### src/rtl/i2c_uart_bridge_core.sv
// i2c_uart_bridge_core: oversampled write-only I2C slave feeding a FIFO that drains into a UART transmitter.
module i2c_uart_bridge_core #(
  parameter logic [6:0] I2C_ADDR     = 7'h42,
  parameter int         FIFO_DEPTH   = 16,
  parameter int         CLKS_PER_BIT = 87,
  parameter bit         PARITY_EN    = 1'b0,
  parameter bit         PARITY_ODD   = 1'b0
) (
  input  logic                          i_clk,
  input  logic                          i_reset_n,
  input  logic                          i_scl,
  input  logic                          i_sda,
  output logic                          o_sda_oe,
  output logic                          o_tx,
  output logic                          o_tx_busy,
  output logic [$clog2(FIFO_DEPTH):0]   o_fifo_level,
  output logic                          o_overflow,
  input  logic                          i_clr_ovf
);
  localparam int AW = $clog2(FIFO_DEPTH);
  localparam int CW = $clog2(CLKS_PER_BIT);
  localparam logic [CW-1:0] CNT_MAX = CW'(CLKS_PER_BIT - 1);
  localparam logic [2:0] S_IDLE = 3'd0, S_ADDR = 3'd1, S_ADDR_ACK = 3'd2,
                         S_DATA = 3'd3, S_DATA_ACK = 3'd4, S_IGNORE = 3'd5;
  localparam logic [2:0] U_IDLE = 3'd0, U_START = 3'd1, U_DATA = 3'd2,
                         U_PARITY = 3'd3, U_STOP = 3'd4;

  logic [2:0] scl_sh, sda_sh;
  logic       scl_rise, scl_fall, start_c, stop_c, byte_end, take, push, pop, ovf_set, full, empty;
  logic [2:0] i2c_state, u_state, u_bit;
  logic [3:0] bit_cnt;
  logic [7:0] shreg, u_byte;
  logic [AW:0] wr_ptr, rd_ptr;
  logic [CW-1:0] u_cnt;
  logic [7:0] mem [FIFO_DEPTH];

  // [1:0] is the two-flop synchroniser, [2] holds the previous synced value for edge detection
  always_ff @(posedge i_clk or negedge i_reset_n)
    if (!i_reset_n) begin
      scl_sh <= '1;
      sda_sh <= '1;
    end else begin
      scl_sh <= {scl_sh[1:0], i_scl};
      sda_sh <= {sda_sh[1:0], i_sda};
    end

  assign scl_rise = scl_sh[1] & ~scl_sh[2];
  assign scl_fall = ~scl_sh[1] & scl_sh[2];
  assign start_c  = scl_sh[1] & sda_sh[2] & ~sda_sh[1];
  assign stop_c   = scl_sh[1] & ~sda_sh[2] & sda_sh[1];
  assign byte_end = scl_fall & (bit_cnt == 4'd8);
  assign take     = i2c_state == S_ADDR ? shreg == {I2C_ADDR, 1'b0} : ~full;
  assign push     = byte_end & (i2c_state == S_DATA) & ~full;
  assign ovf_set  = byte_end & (i2c_state == S_DATA) & full;

  always_ff @(posedge i_clk or negedge i_reset_n)
    if (!i_reset_n) begin
      i2c_state <= S_IDLE;
      bit_cnt   <= '0;
      shreg     <= '0;
      o_sda_oe  <= 1'b0;
    end else if (stop_c) begin
      i2c_state <= S_IDLE;
      o_sda_oe  <= 1'b0;
    end else if (start_c) begin
      i2c_state <= S_ADDR;
      bit_cnt   <= '0;
      o_sda_oe  <= 1'b0;
    end else begin
      case (i2c_state)
        S_ADDR, S_DATA:
          if (scl_rise && bit_cnt != 4'd8) begin
            shreg   <= {shreg[6:0], sda_sh[1]};
            bit_cnt <= bit_cnt + 4'd1;
          end else if (byte_end) begin
            // ACK drive starts on the same SCL fall that closes the byte
            i2c_state <= !take ? S_IGNORE : i2c_state == S_ADDR ? S_ADDR_ACK : S_DATA_ACK;
            o_sda_oe  <= take;
          end
        S_ADDR_ACK, S_DATA_ACK:
          if (scl_fall) begin
            i2c_state <= S_DATA;
            bit_cnt   <= '0;
            o_sda_oe  <= 1'b0;
          end
        default: ;
      endcase
    end

  assign o_fifo_level = wr_ptr - rd_ptr;
  assign full  = o_fifo_level == (AW+1)'(FIFO_DEPTH);
  assign empty = o_fifo_level == '0;
  assign pop   = (u_state == U_IDLE) & ~empty;

  always_ff @(posedge i_clk)
    if (push) mem[wr_ptr[AW-1:0]] <= shreg;

  always_ff @(posedge i_clk or negedge i_reset_n)
    if (!i_reset_n) begin
      wr_ptr     <= '0;
      rd_ptr     <= '0;
      o_overflow <= 1'b0;
    end else begin
      if (push) wr_ptr <= wr_ptr + (AW+1)'(1);
      if (pop) rd_ptr <= rd_ptr + (AW+1)'(1);
      o_overflow <= ovf_set | (o_overflow & ~i_clr_ovf);
    end

  always_ff @(posedge i_clk or negedge i_reset_n)
    if (!i_reset_n) begin
      u_state <= U_IDLE;
      u_cnt   <= '0;
      u_bit   <= '0;
      u_byte  <= '0;
    end else if (u_state == U_IDLE) begin
      if (pop) begin
        u_byte  <= mem[rd_ptr[AW-1:0]];
        u_state <= U_START;
        u_cnt   <= '0;
      end
    end else if (u_cnt != CNT_MAX) begin
      u_cnt <= u_cnt + CW'(1);
    end else begin
      u_cnt   <= '0;
      u_bit   <= u_state == U_DATA ? u_bit + 3'd1 : 3'd0;
      u_state <= u_state == U_START ? U_DATA :
                 u_state == U_DATA ? (u_bit != 3'd7 ? U_DATA : PARITY_EN ? U_PARITY : U_STOP) :
                 u_state == U_PARITY ? U_STOP : U_IDLE;
    end

  assign o_tx = u_state == U_START ? 1'b0 :
                u_state == U_DATA ? u_byte[u_bit] :
                u_state == U_PARITY ? ^u_byte ^ PARITY_ODD : 1'b1;
  assign o_tx_busy = u_state != U_IDLE;
endmodule
### config.mk
export PLATFORM = sky130hd
export DESIGN_NAME = i2c_uart_bridge_core
export DESIGN_NICKNAME = d
export VERILOG_FILES = /design/src/rtl/i2c_uart_bridge_core.sv
export SDC_FILE = /design/constraint.sdc
export NUM_CORES = 1
export LEC_CHECK = 0
export ABC_CLOCK_PERIOD_IN_PS = 4100
export BUFFER_PORTS_ARGS = -buffer_cell sky130_fd_sc_hd__buf_2
export CAP_MARGIN = 20
export CORE_UTILIZATION = 30
export DETAILED_ROUTE_END_ITERATION = 8
export GPL_TIMING_DRIVEN = 0
export PLACE_DENSITY = 0.54
export REMOVE_ABC_BUFFERS = 1
export SLEW_MARGIN = 30
export SYNTH_ARGS = -nofsm -noshare
export SYNTH_HDL_FRONTEND = slang
export SYNTH_SLANG_ARGS = --single-unit
### constraint.sdc
create_clock -name i_clk -period 4.1 [get_ports i_clk]
set_clock_uncertainty 0.05 [all_clocks]
set_input_delay 1.025 -clock i_clk [delete_from_list [all_inputs] [get_ports i_clk]]
set_output_delay 1.025 -clock i_clk [all_outputs]
set_load 0.02 [all_outputs]
# Word level (Yosys, flattened, before mapping)
# Memory sizes are Yosys's and may differ from the RTL's. A register that Yosys moved wholly into a read port is not among the register bits.
# Cells that the tools add are included.
# totals
wordCells	117
input_bits	5
register_bits	46
ram_bits	128
n_memories	1
out_inout_bits	9
# memory_table
name	depth	width	read_ports	rd_ports_with_merged_regs	write_ports	line	rtl
mem	16	8	1	1	1	35	logic [7:0] mem [FIFO_DEPTH];
# op_classes
reduce_logical	16
addsub	6
n_bitwise	24
n_mux	37
eq_ne	20
magnitude_cmp	1
# op_table
op	n
two-way mux 3 bit	15
two-way mux 7 bit	3
!= test 4 bit, second input constant	4
bitwise AND 1 bit	12
== test 3 x 2 -> 1 bit, second input constant	4
two-way mux 1 bit	12
two-way mux 4 bit	3
AND reduction 4 bit	3
inverter 1 bit	11
adder 5 x 1 -> 5 bit, second input constant	2
!= test 3 bit, second input constant	3
== test 8 bit, second input constant	1
one-hot mux 4 bit (2 select lines)	1
parity 8 bit	1
adder 7 x 1 -> 7 bit, second input constant	1
!= test 7 bit, second input constant	1
== test 3 x 1 -> 1 bit, second input constant	2
one-hot mux 3 bit (2 select lines)	1
AND reduction 2 bit	3
nonzero test 3 bit	2
== test 5 bit, second input constant	1
zero test 5 bit	1
subtractor 5 bit	1
adder 4 x 1 -> 4 bit, second input constant	1
13 further kinds	15

# Logic depth before layout (Yosys ltp)
# Gate-level depths: netlist of the first run.
# logic_depth
ltp_word	10
depth_mapped	10
depth_no_buf	9

# Worst setup path after synthesis of the first run
# Ideal clock, no wire load.
# synth_timing
path_type	register to register
startpoint	reg rd_ptr[1]
endpoint	mem mem[3][0] (enable)
synth_period_minus_slack_ps	3365
required_ps	3667
stages_incl_launch_ff	9
setup_time_ps	383
arrival_time_ps	2931
setup_slack_ps	735
n_path_buf	1
path_cell_list	dfrtp_1 clkbuf_1 inv_1 fa_1 xor2_2 and4b_4 o211ai_4 nand3_1 nor3_1
# synth_via
elab_chain_len	6
# synth_lines
item	line	rtl
start, declared	33	logic [AW:0] wr_ptr, rd_ptr;
start signal, assigned	105	if (pop) rd_ptr <= rd_ptr + (AW+1)'(1);
subtractor 5 bit	90	assign o_fifo_level = wr_ptr - rd_ptr;
named net o_fifo_level[2]	16	output logic [$clog2(FIFO_DEPTH):0] o_fifo_level,
== test 5 bit	91	assign full = o_fifo_level == (AW+1)'(FIFO_DEPTH);
inverter 1 bit	53	assign push = byte_end & (i2c_state == S_DATA) & ~full;
bitwise AND 1 bit	53	
two-way mux 1 bit	96	if (push) mem[wr_ptr[AW-1:0]] <= shreg;
two-way mux 1 bit (not written as such)	96	
end, declared	35	
# The timed path passes the listed nets, and every way through them passes these cells.

# Worst setup path in the final report of the first run
# layout_timing
startpoint	reg rd_ptr[0]
endpoint	mem mem[3][6] (enable)
# layout_via
elab_chain_len	6
# layout_lines
item	line
subtractor 5 bit	90
== test 5 bit	91
inverter 1 bit	53
bitwise AND 1 bit	53
two-way mux 1 bit	96
two-way mux 1 bit (not written as such)	96
# Every way passes these cells.

==> metrics.md, run 1 <==
| Metric | Value |
|---|---|
| Drt pass-1 iters | 5 |
| Clk Latency, worst-skew pair | 440 ps |
| Ant diodes | 0 |
| Drt via density | 4.84 |
| Unique masters post-synth | 58 |
| Num rows | 58 |
| Critical Path, Cell by Cell | buf_12 -> ha_1 -> inv_1 -> fa_1 -> xor2_2 -> and4b_4 -> o211ai_4 -> nand3_1 -> nor3_2 |
| Total GRT Usage | 0.124 |
| Max FO, Critical Path | 24 |
| Max-Cap Viols | 0 |
| Hold Path Class | flop to flop |
| Routed WL | 15.4 mm |
| Initial core utilization | 0.309 |
| TritonCTS Buffers | 17 |
| Outcome | finished, final reports clean |
| Final Cell Area | 8870 sq um |
| Max-Slew Margin vs Limit | 0.494 |
| Setup violators final | 0 |
| # fillers | 2,440 |
| Number of global-route vias before repair | 4,276 |
| Die ar. | 26,800 sq um |
| Power per cell area | 580 nW/um^2 |
| Flops & latches, synth | 182 |
| Mean routed wirelength per cell | 18.2 um |
| Cell Area, Placed | 8270 sq um |
| CTS sink cnt | 182 |
| P_leak | 3.18 nW |
| Die W | 164 um |
| Post-synth EDFFs | 128 |
| Max Transition Viols Final | 0 |
| Detailed placement HPWL | 10.0 mm |
| Multi-input logic area | 2490 sq um |
| RSZ-0062 raised after global routing | no |
| Maximum VDD drop | 0.000272 V |
| Synth async-reset ratio | 0.297 |
| Final nets | 521 |
| Antenna violations before repair | 0 |
| Req. time, crit path | 4110 ps |
| Final WS setup | 339 ps |
| Die height | 164 um |
| Synth Flop Type | edfxtp_1 |
| Synth top area share | 0.489 |
| Clock transition at path regs | 80 ps |
| Largest net degree at the start of global routing | 55 |
| Synthesized area | 7850 sq um |
| Port bufs | 13 |
| Synth warn | 0 |
| Kind of critical path | flop to flop |
| F_max | 266 MHz |
| Clock root buffer | clkbuf_16 |
| RD Place Congestion | 0.779 |
| Worst Tran Pin Value | 755 ps |
| Post-route ant nets | 0 |
| Core Area | 25,400 sq um |
| Max Buffers Root-to-Sink | 2 |
| Register area | 5210 sq um |
| Starting DRT DRC Count | 241 |
| First-pass GRT wire length | 24.4 mm |
| Time the worst path needs with I/O delays and setup | 3760 ps |
| Area Growth Syn to Fin | 12.9% |
| Critical path capture point type | flop |
| I/O pin total | 14 |
| Grt ovf | 0 |
| Avg Cell Area, Syn | 16.3 sq um |
| Vias | 4,083 |
| Share of layout cells above drive strength 1 | 0.234 |
| Seq/Total Area, Yosys | 0.663 |
| Critical Path AT | 3770 ps |
| H-tree levels | 4 |
| Cell taking the most area after synthesis | edfxtp_1 |
| DP Worst Slack | -99.9 ps |
| DRC | 0 |
| Hold Vio Cnt, Final | 0 |
| Period utilization | 0.917 |
| CP max stage cell | nor3_2 |
| Top cells by area, synth | edfxtp_1 49%, dfrtp_1 15%, mux4_2 9.8% |
| Post-CTS Hold Buffers | 0 |
| Cells after synthesis | 482 |
| Max stage delay on crit path | 670 ps |
| CP startpoint kind | flop |
| CTS tree | yes |
## sequential cells by signal, summed over array words and instances (netlist names), 4 cells and up
register	count
shreg	8
u_cnt	7
mem	128
wr_ptr	5
u_byte	8
bit_cnt	4
rd_ptr	5
## Yosys cell counts (all sizes together), types with 14 or more instances
cell and n:
mux4 34, xnor2 15, inv 18, nor2 16, nand3 16, edfxtp 128, a21oi 14, mux2 17
and3 19, dfrtp 48, o22ai 19, o21ai 14, nand2 19, ha 15
## cells in the final DEF, fill, tap and decap left out, types with 3 or more instances in the layout
cell,count
nor2_1,16
nand4_1,4
xnor2_1,15
edfxtp_1,128
inv_8,4
o21ai_1,3
mux2_2,9
inv_6,4
ha_1,15
nor3b_1,3
o21a_1,3
nand3_1,16
nor2b_1,4
nand2b_1,4
dfstp_2,6
o22ai_1,18
a21oi_1,14
and3_1,19
clkinv_4,3
dfrtp_1,45
clkbuf_16,17
inv_1,18
nor4b_1,3
o2bb2ai_1,3
mux4_2,34
mux2_4,8
nand2_1,18
buf_2,12
o21ai_0,11
nand3b_1,4
xor2_1,6
## power by group
group          switching (W)  internal, W
clock               0.000784     0.000841
combinational       0.000526     0.000568
sequential          0.000281      0.00215
total                0.00159      0.00355
## through the flow
step | TNS (ps) | instances | total power [W] | utilization | hold slack [ps]
4_1_cts | 0 | 843 | 0.00522 | 0.349 | 314
6_report | 0 | 843 | 0.00515 | 0.349 | 312
3_3_place_gp | -107200 | 810 | 0.00354 | 0.324 | 299
2_1_floorplan | -3360 | 467 | 0.00322 | - | 295
5_1_grt | 0 | 843 | 0.00539 | 0.349 | 317
3_5_place_dp | -796 | 811 | 0.00359 | 0.325 | 302
## repair_timing
item / 4_1_cts / 5_1_grt
gates resized for setup: 3 / 0
buffers inserted: 0 / 0
endpoints found under the setup margin: 16 / 0
## path summary, 6_finish.rpt
path                            from   endpoint  slack [ps]  cells past startpoint
setup / recovery           rd_ptr[0]  mem[3][6]         340                      9
hold / removal             sda_sh[0]  sda_sh[1]         310                      0
setup reg to reg           rd_ptr[0]  mem[3][6]         340                      9
hold reg to reg            sda_sh[0]  sda_sh[1]         310                      0
max in group asynchronous  i_reset_n  rd_ptr[0]        2900                      1
min in group asynchronous  i_reset_n   u_cnt[6]         580                      1
## area by class of cell
class	count	share of cell area
clock buffers	18	0.0495
clock inverters	14	0.0175
inverters	19	0.00804
multi-input cells	266	0.281
flip-flops and latches	182	0.587
well taps	330	0.0466
repair buffers	14	0.00988
## worst max-delay path, delay by kind of cell, from the launching register on
kind                       cells  cell delay (ps)
xor gates and xnor gates       1              240
adders and majority gates      2              640
AOI/OAI and AO/OA              1              280
buffers and inverters          2              310
and+or+nand+nor                3             1260
DFF                            1              600
## kinds of logic (layout without fill, tap and decap cells)
family / after synthesis / count (layout) / synth area share
compound gates: 69 / 69 / 0.0596
xor+xnor: 22 / 22 / 0.0255
fa+ha+maj: 16 / 16 / 0.0265
buf+inv: 34 / 65 / 0.0212
flops: 182 / 182 / 0.663
mux: 53 / 53 / 0.128
simple gates: 106 / 106 / 0.0765
## per-layer routing
layer	wire, um	share of wire	track usage
met1	6910	0.45	0.159
met2	7790	0.51	0.209
met3	573	0.037	0.0273
met4	112	0.0073	0.0391
met5	0	0	0
Note: power is estimated with default switching activity, not from simulation.
==> run 2: changes to the inputs <==
- CORE_MARGIN: unset -> 2
==> metrics.md, run 2 (same netlist as run 1, synthesis figures left out) <==
| Metric | Value |
|---|---|
| Core Area | 25,900 sq um (+2.0%) |
| Post-CTS Setup Bufs | 0 (unchanged) |
| Die ar. | 27,500 sq um (+2.5%) |
| Critical path capture point type | flop |
| I/O pin total | 14 (unchanged) |
| Ant diodes | 0 (unchanged) |
| Num rows | 59 (+1.7%) |
| Clk Latency, worst-skew pair | 420 ps (-20 ps) |
| Max-Cap Viols | 0 (unchanged) |
| Hold Vio Cnt, Final | 0 (unchanged) |
| Reg-to-reg endpoint | mem[7][5] |
| Grt ovf | 0 (unchanged) |
| Max Transition Viols Final | 0 (unchanged) |
| Critical Path AT | 3860 ps (+90 ps) |
| Drt via density | 4.81 (-0.61%) |
| Tot Pwr | 0.00514 W (-0.11%) |
| Final nets | 521 (unchanged) |
| CTS tree | yes |
| Die W | 166 um (+1.2%) |
| F_max | 258 MHz (-2.8%) |
| Most frequent cells in the layout | 128 x edfxtp_1, 45 x dfrtp_1, 34 x mux4_2 |
| Setup violators final | 0 (unchanged) |
| Initial core utilization | 0.303 (-0.00611) |
| Most common cell after layout, fill and taps aside | edfxtp_1 |
| Area Growth Syn to Fin | 12.9% (about the same) |
| Clock transition at path regs | 70 ps (about the same) |
| Power per cell area | 580 nW/um^2 (about the same) |
| RSZ-0062 raised after global routing | yes |
| Final Cell Area | 8860 sq um (about the same) |
| Multi-input logic area | 2490 sq um (-0.20%) |
| Maximum VDD drop | 0.000229 V (-16%) |
| Routed WL | 15.3 mm (-0.78%) |
| Largest net degree at the start of global routing | 55 (unchanged) |
| H-tree levels | 4 (unchanged) |
| Period utilization | 0.944 (+0.0267) |
| Reg2reg start | rd_ptr[0] |
| First-pass GRT wire length | 23.9 mm (-2.2%) |
| Share of layout cells above drive strength 1 | 0.228 (-0.00585) |
| CP startpoint kind | flop |
| R2R depth | 9 (unchanged) |
| Drt pass-1 iters | 4 (-1) |
| Placed insts | 816 (+0.62%) |
| Register area | 5210 sq um (unchanged) |
| Starting DRT DRC Count | 359 (+49%) |
| Max-Slew Margin vs Limit | 0.410 (-0.0844) |
| P_leak | 3.18 nW (+0.14%) |
| Worst Tran Pin Value | 884 ps (+129 ps) |
| RD Place Congestion | 0.747 (-4.1%) |
| Max FO, Critical Path | 19 (-21%) |
| CTS sink cnt | 182 (unchanged) |
| Critical Path, Cell by Cell | buf_12 -> ha_1 -> inv_1 -> fa_1 -> xor2_2 -> and4b_4 -> o211ai_4 -> nand3_1 -> nor2b_1 |
| Antenna violations before repair | 0 (unchanged) |
| CP max stage cell | nor2b_1 |
| # fillers | 2,426 (-0.57%) |
| Detailed placement HPWL | 10.1 mm (+0.11%) |
| Max Buffers Root-to-Sink | 2 (unchanged) |
| TritonCTS Buffers | 17 (unchanged) |
| Req. time, crit path | 4090 ps (-20 ps) |
| Hold depth | 0 (unchanged) |
| Hold Path Class | flop to flop |
| Number of flip-flops under the largest register name | 128 (unchanged) |
| Mean routed wirelength per cell | 18.0 um (-1.4%) |
| Max stage delay on crit path | 770 ps (+100 ps) |
| Post-route ant nets | 0 (unchanged) |
| Number of global-route vias before repair | 4,225 (-1.2%) |
| R2r setup slk | 230 ps (-110 ps) |
| Layout Cells excl Fill | 848 (+0.59%) |
| DRC | 0 (unchanged) |
| Kind of critical path | flop to flop |
| Port bufs | 13 (unchanged) |
| Cell Area, Placed | 8270 sq um (about the same) |
| Total GRT Usage | 0.114 (-0.0108) |
| Vias | 4,082 (-0.024%) |
| Time the worst path needs with I/O delays and setup | 3870 ps (+110 ps) |
| Outcome | finished, final reports clean |
| Min-delay src | sda_sh[0] |
| Hold Crit Endpoint | sda_sh[1] |
| Die height | 166 um (+1.2%) |
| Clock root buffer | clkbuf_16 |
## run 2: cell count changes in the layout (fill, tap and decap cells not counted)
| cell | previous run | this run |
|---|---|---|
| inv_8 | 4 | 0 |
| nor2b_2 | 2 | 0 |
| bufinv_16 | 0 | 1 |
| clkbuf_8 | 1 | 0 |
| clkbuf_1 | 0 | 1 |
| inv_12 | 2 | 0 |
| inv_6 | 4 | 2 |
| inv_4 | 0 | 5 |
| clkbuf_16 | 17 | 19 |
| clkinv_2 | 0 | 1 |
| clkinv_8 | 1 | 0 |
| nor2b_1 | 4 | 6 |
## run 2: how the worst max path moves through the flow
stage | start | end | slack, ps | cells past startpoint
4_1_cts | rd_ptr[1] | mem[7][5] | -80 | 7
6_report | rd_ptr[0] | mem[7][5] | 230 | 9
5_1_grt | rd_ptr[0] | mem[11][4] | -60 | 9
3_3_place_gp | rd_ptr[0] | mem[3][7] | -1370 | 8
2_1_floorplan | rd_ptr[0] | mem[3][0] | -270 | 8
3_5_place_dp | rd_ptr[1] | mem[7][7] | -50 | 7
## run 2: stage by stage
step | hold slack, ps | TNS (ps) | worst slack [ps] | util
global placement | 297 | -105770 | -1370 | 0.318
finish | 308 | 0 | 229 | 0.342
CTS | 308 | -1150 | -76.9 | 0.342
detailed placement | 297 | -826 | -53.3 | 0.319
global route | 312 | -908 | -61.4 | 0.342
floorplan | 295 | -3360 | -274 | -
## run 2: worst max-delay path, delay by kind of cell, from the launching register on
family,cells,cell delay (ps)
flip-flops,1,680
XOR/XNOR,1,250
adder cells (fa/ha/maj),2,620
buffers and inverters,2,300
AND/OR/NAND/NOR,3,1310
AO/OA/AOI/OAI,1,280
## run 2: cell type report
type | count | area share
Clock buffer | 20 | 0.0541
Multi-Input combinational cell | 266 | 0.281
Timing Repair Buffer | 14 | 0.00988
Inverter | 19 | 0.00805
Clock inverter | 12 | 0.0124
Sequential cell | 182 | 0.588
Tap cell | 335 | 0.0473
## run 2: timing repair
item                       4_1_cts  5_1_grt
hold buffers                     0        0
gates resized for setup          0        1
setup endpoints to repair       16       25
## run 2: power breakdown
part | internal, W | total [W] | leakage (nW) | switching [W]
Combinational | 0.000569 | 0.00109 | 1.04 | 0.000517
Sequential | 0.00215 | 0.00245 | 1.85 | 0.000307
Clock | 0.000917 | 0.00160 | 0.297 | 0.000682
Total | 0.00363 | 0.00514 | 3.18 | 0.00151
## run 2: layer usage
metal  vias up  track usage  part of all wire
li1       1915            -                 -
met1      2089        0.148              0.45
met2        62        0.184              0.50
met3        16       0.0298             0.033
met4         0       0.0401             0.017
met5         -            0                 0
==> run 3: changes to the inputs <==
- CELL_PAD_IN_SITES_DETAIL_PLACEMENT: unset -> 2
- CELL_PAD_IN_SITES_GLOBAL_PLACEMENT: unset -> 2
- PLACE_DENSITY: 0.54 -> 0.64
==> metrics.md, run 3 (same netlist as run 1, synthesis figures left out) <==
| Metric | Value |
|---|---|
| Port bufs | 13 (unchanged) |
| Max Buffers Root-to-Sink | 2 (unchanged) |
| CP startpoint kind | flop |
| GR Util met1 | 0.169 (+0.0211) |
| Maximum VDD drop | 0.000271 V (+19%) |
| Time the worst path needs with I/O delays and setup | 3720 ps (-148 ps) |
| Period utilization | 0.908 (-0.0360) |
| Final Cell Area | 8860 sq um (unchanged) |
| I/O pin total | 14 (unchanged) |
| Initial core utilization | 0.303 (unchanged) |
| Layout Cells excl Fill | 848 (unchanged) |
| Final WS setup | 377 ps (+148 ps) |
| Power per cell area | 583 nW/um^2 (+0.48%) |
| Share of layout cells above drive strength 1 | 0.234 (+0.00585) |
| Area Growth Syn to Fin | 12.9% (unchanged) |
| Clock root buffer | clkbuf_16 |
| Req. time, crit path | 3020 ps (-1070 ps) |
| Met2 GRT Util | 0.232 (+0.0476) |
| Mean routed wirelength per cell | 20.5 um (+14%) |
| Max Transition Viols Final | 0 (unchanged) |
| Placed insts | 816 (unchanged) |
| Starting DRT DRC Count | 230 (-36%) |
| Number of flip-flops under the largest register name | 128 (unchanged) |
| Post-CTS Setup Bufs | 0 (unchanged) |
| Hold Vio Cnt, Final | 0 (unchanged) |
| Worst Tran Pin Value | 702 ps (-181 ps) |
| Min Hold Slack | 309 ps (+1.16 ps) |
| Die W | 166 um (unchanged) |
| Ant diodes | 0 (unchanged) |
| Critical Path AT | 2650 ps (-1210 ps) |
| Antenna violations before repair | 0 (unchanged) |
| Vias | 4,203 (+3.0%) |
| RD Place Congestion | 0.735 (-1.6%) |
| Largest net degree at the start of global routing | 55 (unchanged) |
| Die height | 166 um (unchanged) |
| F_max | 269 MHz (+4.0%) |
| Max-Slew Margin vs Limit | 0.525 (+0.116) |
| Outcome | finished, final reports clean |
| Final nets | 521 (unchanged) |
| Hold Path Class | flop to flop |
| Max FO, Critical Path | 21 (+2) |
| Drt via density | 4.96 (+3.0%) |
| Post-route ant nets | 0 (unchanged) |
| Detailed placement HPWL | 11.7 mm (+16%) |
| Die ar. | 27,500 sq um (unchanged) |
| Core Area | 25,900 sq um (unchanged) |
| Setup violators final | 0 (unchanged) |
| Critical path capture point type | output port |
| DP Worst Slack | -70.9 ps (-17.7 ps) |
| Grt ovf | 0 (unchanged) |
| RSZ-0062 raised after global routing | no |
| Cell Area, Placed | 8270 sq um (unchanged) |
| First-pass GRT wire length | 27.9 mm (+17%) |
| Max-Cap Viols | 0 (unchanged) |
| Total GRT Usage | 0.133 (+0.0197) |
| P_leak | 3.17 nW (-0.36%) |
| Clk Latency, worst-skew pair | 430 ps (about the same) |
| Num rows | 59 (unchanged) |
| CTS sink cnt | 182 (unchanged) |
| CTS tree | yes |
| Drt pass-1 iters | 4 (unchanged) |
| DRC | 0 (unchanged) |
| Most frequent cells in the layout | 128 x edfxtp_1, 45 x dfrtp_1, 34 x mux4_2 |
| TritonCTS Buffers | 17 (unchanged) |
| H-tree levels | 4 (unchanged) |
| Grt peak-use layer | met2 |
| Kind of critical path | flop to output port |
| Clock transition at path regs | 80 ps (about the same) |
| Most common cell after layout, fill and taps aside | edfxtp_1 |
| Number of global-route vias before repair | 4,617 (+9.3%) |
| Post-CTS Hold Buffers | 0 (unchanged) |
| Met3 Usage GRT | 0.0260 (-0.00381) |
| Routed WL | 17.4 mm (+14%) |
==> run 3: layout make-up <==
type                       instances  area (sq um)
fill                            2578         17000
timing repair buffer              14          87.6
tap                              335           419
multi-input combinational        266          2500
sequential                       182          5210
clock buffer                      19           475
clock inverter                    13           103
inverter                          19          71.3
==> run 3: repair_timing <==
item                                    in CTS  in global routing
gates resized for setup                      2                  2
endpoints found under the setup margin      16                 11
hold endpoints to repair                     0                  0
==> run 3: worst paths after layout <==
path,end,depth (start not counted),slack (ps),start
max,o_fifo_level[4],8,380,rd_ptr[0]
min,sda_sh[1],0,310,sda_sh[0]
max reg2reg,mem[7][3],9,380,rd_ptr[0]
min reg2reg,sda_sh[1],0,310,sda_sh[0]
max in group asynchronous,rd_ptr[0],1,2880,i_reset_n
min in group asynchronous,u_cnt[6],1,590,i_reset_n
==> run 3: worst max-delay path, stage by stage, from the launching register on <==
cell and delay (ps):
dfrtp_4 630, buf_12 260, ha_1 190, inv_1 60, fa_1 430, nand3_1 180, and3_1 240, nor2_1 50
buf_2 160
==> run 3: stage by stage <==
| stage | utilization | power [W] | setup TNS [ps] |
|---|---|---|---|
| 5_1_grt | 0.342 | 0.00543 | 0 |
| 2_1_floorplan | - | 0.00322 | -3360 |
| 4_1_cts | 0.342 | 0.00525 | 0 |
| 3_5_place_dp | 0.319 | 0.00363 | -563 |
| 6_report | 0.342 | 0.00516 | 0 |
| 3_3_place_gp | 0.318 | 0.00356 | -116820 |
==> run 3: report_power, final <==
part	leakage (nW)	internal [W]	switching (W)
Clock	0.291	0.000866	0.000743
Combinational	1.03	0.000570	0.000539
Sequential	1.85	0.00215	0.000300
Total	3.17	0.00358	0.00158
==> run 3: per-layer routing <==
layer  vias to the layer above  part of all wire
met1                      2250              0.44
met3                        11             0.020
li1                       1910                 -
met4                         0             0.012
met2                        32              0.52
met5                         -                 0
